<file path="src/rtl/nor_share_arbiter.sv">
// Round-robin arbiter that time-shares one external NOR gate among N requesters.
// Each operation takes three cycles: grant/latch operands, capture result, recover.
module nor_share_arbiter #(
  parameter int unsigned N = 4
) (
  input  logic         clk,
  input  logic         rst,
  input  logic [N-1:0] req,
  input  logic [N-1:0] a_in,
  input  logic [N-1:0] b_in,
  input  logic         nor_y,
  output logic         nor_a,
  output logic         nor_b,
  output logic [N-1:0] grant,
  output logic [N-1:0] done,
  output logic         y_out,
  output logic         busy,
  output logic [7:0]   ops_cnt
);

  localparam int unsigned PW = $clog2(N);
  localparam logic [N-1:0] OneHot0 = N'(1);

  typedef enum logic [1:0] {StIdle, StGrant, StResp} state_e;

  state_e         state_q, state_d;
  logic [PW-1:0]  ptr_q, ptr_d;
  logic [PW-1:0]  win_q, win_d;
  logic           nor_a_q, nor_a_d;
  logic           nor_b_q, nor_b_d;
  logic [N-1:0]   grant_q, grant_d;
  logic [N-1:0]   done_q, done_d;
  logic           y_q, y_d;
  logic           busy_q, busy_d;
  logic [7:0]     ops_q, ops_d;

  logic           found;
  logic [PW-1:0]  pick;
  logic [PW-1:0]  cand;

  // First requesting index at or after ptr, wrapping modulo N.
  always_comb begin
    found = 1'b0;
    pick  = ptr_q;
    cand  = '0;
    for (int unsigned k = 0; k < N; k++) begin
      cand = PW'((32'(ptr_q) + k) % N);
      if (!found && req[cand]) begin
        found = 1'b1;
        pick  = cand;
      end
    end
  end

  always_comb begin
    state_d = state_q;
    ptr_d   = ptr_q;
    win_d   = win_q;
    nor_a_d = nor_a_q;
    nor_b_d = nor_b_q;
    grant_d = '0;
    done_d  = '0;
    y_d     = y_q;
    busy_d  = 1'b0;
    ops_d   = ops_q;
    case (state_q)
      StIdle: begin
        if (found) begin
          win_d   = pick;
          nor_a_d = a_in[pick];
          nor_b_d = b_in[pick];
          grant_d = OneHot0 << pick;
          busy_d  = 1'b1;
          state_d = StGrant;
        end
      end
      StGrant: begin
        y_d     = nor_y;
        done_d  = OneHot0 << win_q;
        ops_d   = ops_q + 8'd1;
        ptr_d   = (win_q == PW'(N - 1)) ? '0 : win_q + 1'b1;
        busy_d  = 1'b1;
        state_d = StResp;
      end
      StResp: begin
        state_d = StIdle;
      end
      default: begin
        state_d = StIdle;
      end
    endcase
  end

  always_ff @(posedge clk) begin
    if (rst) begin
      state_q <= StIdle;
      ptr_q   <= '0;
      win_q   <= '0;
      nor_a_q <= 1'b0;
      nor_b_q <= 1'b0;
      grant_q <= '0;
      done_q  <= '0;
      y_q     <= 1'b0;
      busy_q  <= 1'b0;
      ops_q   <= '0;
    end else begin
      state_q <= state_d;
      ptr_q   <= ptr_d;
      win_q   <= win_d;
      nor_a_q <= nor_a_d;
      nor_b_q <= nor_b_d;
      grant_q <= grant_d;
      done_q  <= done_d;
      y_q     <= y_d;
      busy_q  <= busy_d;
      ops_q   <= ops_d;
    end
  end

  assign nor_a   = nor_a_q;
  assign nor_b   = nor_b_q;
  assign grant   = grant_q;
  assign done    = done_q;
  assign y_out   = y_q;
  assign busy    = busy_q;
  assign ops_cnt = ops_q;

endmodule
</file>
<file path="config.mk">
export PLATFORM = sky130hd
export DESIGN_NAME = nor_share_arbiter
export DESIGN_NICKNAME = d
export VERILOG_FILES = /design/src/rtl/nor_share_arbiter.sv
export SDC_FILE = /design/constraint.sdc
export NUM_CORES = 1
export LEC_CHECK = 0
export ABC_CLOCK_PERIOD_IN_PS = 3500
export CAP_MARGIN = 20
export CORE_ASPECT_RATIO = 1.25
export CORE_MARGIN = 1.5
export CORE_UTILIZATION = 48
export CTS_BUF_LIST = sky130_fd_sc_hd__clkbuf_4 sky130_fd_sc_hd__clkbuf_8 sky130_fd_sc_hd__clkbuf_16
export DETAILED_ROUTE_END_ITERATION = 10
export PLACE_DENSITY = 0.89
export SYNTH_ARGS = -nofsm -noshare
export SYNTH_HDL_FRONTEND = slang
export SYNTH_SLANG_ARGS = --single-unit
</file>
<file path="constraint.sdc">
create_clock -name clk -period 3.5 [get_ports clk]
set_input_delay 0.525 -clock clk [delete_from_list [all_inputs] [get_ports clk]]
set_output_delay 0.525 -clock clk [all_outputs]
set_load 0.01 [all_outputs]
</file>
==> flow_summary.json <==
{
  "io_buffers": 34,
  "cts_hold_buf": 0,
  "synth_cells": 115,
  "clkTransAtPathRegs_ps": 140,
  "hold-path-endpoint": "y_out$_SDFFE_PP0P_",
  "outcome": "completed",
  "required_ps": 2970,
  "synth_compound_area_share_pct": 8.97,
  "start_util_pct": 50.4,
  "p_per_area_nw_per_um2": 433,
  "slew_headroom_pct": 45.3,
  "vias": 912,
  "post_cts_buffers": 0,
  "cts_resized": 0,
  "crit_type": "register to primary output",
  "crit_fanout": 4,
  "cts.sink_count": 26,
  "rows": 19,
  "synth-simple-area-share_pct": 27.7,
  "muxShareOfSynthArea_pct": 5.45,
  "grt.busiest_layer": "met2",
  "crit_chain": "clkdlybuf4s50_1",
  "htree_num_levels": 1,
  "crit_arrival_ps": 1360,
  "core_um2": 2190,
  "cts-buffers-inserted": 3,
  "multi_input_area_um2": 533,
  "drt_iter0_markers": 11,
  "drc": 0,
  "clockBufferDepth": 2,
  "grt_setup_unrepaired": "false",
  "synthAdderAreaFrac_pct": 2.27,
  "min_period_ps": 1890,
  "grt_pass1_wl_um": 3610,
  "gr-usage-met2_pct": 30.6,
  "grt_use_met1_pct": 22.3,
  "worstMarginPinSlew_ps": 818,
  "dp_hpwl_um": 1610,
  "routed_wirelength_um": 2090,
  "gp_congestion": 0.766,
  "route.detailed.wl_per_inst_um": 11.7,
  "setup_slack_ps": 1610,
  "layout_common_cells": "clkdlybuf4s50_1, dfxtp_1, nor2_1",
  "nFillCells": 181,
  "final_common_cell": "clkdlybuf4s50_1",
  "drv_slew": 0,
  "max_freq_mhz": 529,
  "clockRootBuffer": "clkbuf_4",
  "yosys.area_share.xor_xnor_pct": 3.97,
  "maxCapViolations": 0,
  "avgSynthCellArea_um2": 9.59,
  "min_from": "y_out$_SDFFE_PP0P_",
  "crit_path_top_delay_cell": "clkdlybuf4s50_1",
  "dr.pass1.iters": 6,
  "fin_nets": 166,
  "die-area_um2": 2590,
  "peakVddDrop_mv": 0.308,
  "syn_area_um2": 1100,
  "critPathTopFamily": "buffers and inverters",
  "synth_top_family_by_area": "simple AND/OR/NAND/NOR gates",
  "hold_viol_final": 0,
  "insertion_delay_ps": 330,
  "die_w_um": 45.9,
  "use_met3_pct": 4.82,
  "end_kind": "primary output",
  "synth_cell_types": 31,
  "dieHeight_um": 56.6,
  "clock_skew_ps": 8.61,
  "drtAntennaViolNets": 0,
  "diodes": 0,
  "hold_depth": 2,
  "cts_tree": "done",
  "syn2layout_area_growth_pct": 35.8,
  "synthesis.nets": 132,
  "seq_area_frac_synth_pct": 47.2,
  "power.static_leakage_nw": 0.574,
  "regArea_um2": 520,
  "layout_worst_path_cycle_share_pct": 54.0,
  "grt_max_degree": 21,
  "hp-class": "register to register",
  "yosys_warnings": 0,
  "crit_buf_inv": 1,
  "antenna_found_initial": 0,
  "track_usage_pct": 18.5,
  "startpoint_type": "register",
  "fin_setup_tns_ps": 0,
  "drive_above_1_share_pct": 6.76,
  "ios": 35,
  "place_ws_ps": 1330,
  "rr_worst_depth": 4,
  "first_global_vias": 853,
  "ys_ff_latch": 26,
  "reg2reg_from": "state_q[0]$_SDFFE_PP0P_",
  "r2r_end": "ops_cnt[7]$_SDFFE_PP0P_",
  "max_stage_delay_ps": 580,
  "grt-ovfl-total": 0,
  "regToRegSetupSlack_ps": 1820,
  "vias_per_cell": 5.09,
  "setup_viol": 0
}
## logic make-up after synthesis
kind of cell    after synthesis
simple gates                 52
flops                        26
compound gates               16
buf+inv                       8
mux                           6
xor+xnor                      5
fa+ha+maj                     2
## worst max-delay path by stage
stage | startpoint | to | depth (start not counted)
global placement | req[3] | nor_a$_SDFFE_PP0P_ | 6
CTS | ops_cnt[0]$_SDFFE_PP0P_ | ops_cnt[0] | 1
floorplan | req[3] | nor_b$_SDFFE_PP0P_ | 5
detailed placement | req[3] | nor_a$_SDFFE_PP0P_ | 6
finish | ops_cnt[0]$_SDFFE_PP0P_ | ops_cnt[0] | 1
global route | req[0] | nor_a$_SDFFE_PP0P_ | 6
## per-stage QoR
stage | utilization [%] | hold slack, ps | area (µm²) | instances | power [mW]
final | 68.4 | 470 | 1500 | 179 | 0.647
after CTS | 68.4 | 474 | 1500 | 179 | 0.648
after floorplan | - | 421 | 1100 | 115 | 0.402
after global placement | 66.0 | 446 | 1440 | 175 | 0.445
after detailed placement | 66.0 | 455 | 1440 | 175 | 0.448
after global routing | 68.4 | 479 | 1500 | 179 | 0.675
## layout make-up
cell class	count	share of cell area (%)
timing repair buffer	34	22.7
tap	31	2.59
clock inverter	1	2.01
inverter	3	0.753
sequential	26	34.8
multi-input combinational	81	35.6
clock buffer	3	1.51
## where the power goes
group          leakage (nW)  internal [mW]  switching (mW)
logic                 0.334         0.0599          0.0524
clock network        0.0279          0.116          0.0896
registers             0.212          0.314          0.0156
total                 0.574          0.490           0.158
## synth_stat cells
cell / instances / area (µm²)
nor3_1: 1 / 5.00
buf_6: 2 / 22.5
inv_1: 3 / 11.3
nand2b_2: 1 / 8.76
nand2_1: 11 / 41.3
mux2i_1: 6 / 60.1
a211oi_1: 2 / 15.0
nand2_2: 2 / 12.5
o21a_1: 1 / 7.51
or3_1: 4 / 25.0
nor3_4: 1 / 16.3
nor2_8: 1 / 20.0
clkbuf_1: 2 / 7.51
nor4b_1: 1 / 8.76
o221ai_1: 2 / 17.5
nand4_4: 1 / 21.3
nor2b_1: 3 / 18.8
nand4_1: 2 / 12.5
xnor2_1: 1 / 8.76
nor4_1: 2 / 12.5
o21ai_0: 3 / 15.0
nand3b_1: 2 / 15.0
buf_4: 1 / 7.51
a21oi_1: 7 / 35.0
and3_1: 2 / 12.5
nor2_1: 15 / 56.3
o2111ai_1: 1 / 8.76
xor2_1: 4 / 35.0
dfxtp_1: 26 / 521
nand2b_1: 3 / 18.8
ha_1: 2 / 25.0
## state kept, by name (all words and copies together) (netlist names)
name     count
busy         1
done         4
grant        4
nor_a        1
nor_b        1
ops_cnt      8
ptr_q        2
state_q      2
win_q        2
y_out        1
## per-layer routing
metal	vias up	wire, µm
met2	36	1070
met1	412	866
li1	460	-
met3	4	116
met5	-	0
met4	0	34
(Power assumes the default switching activity.)
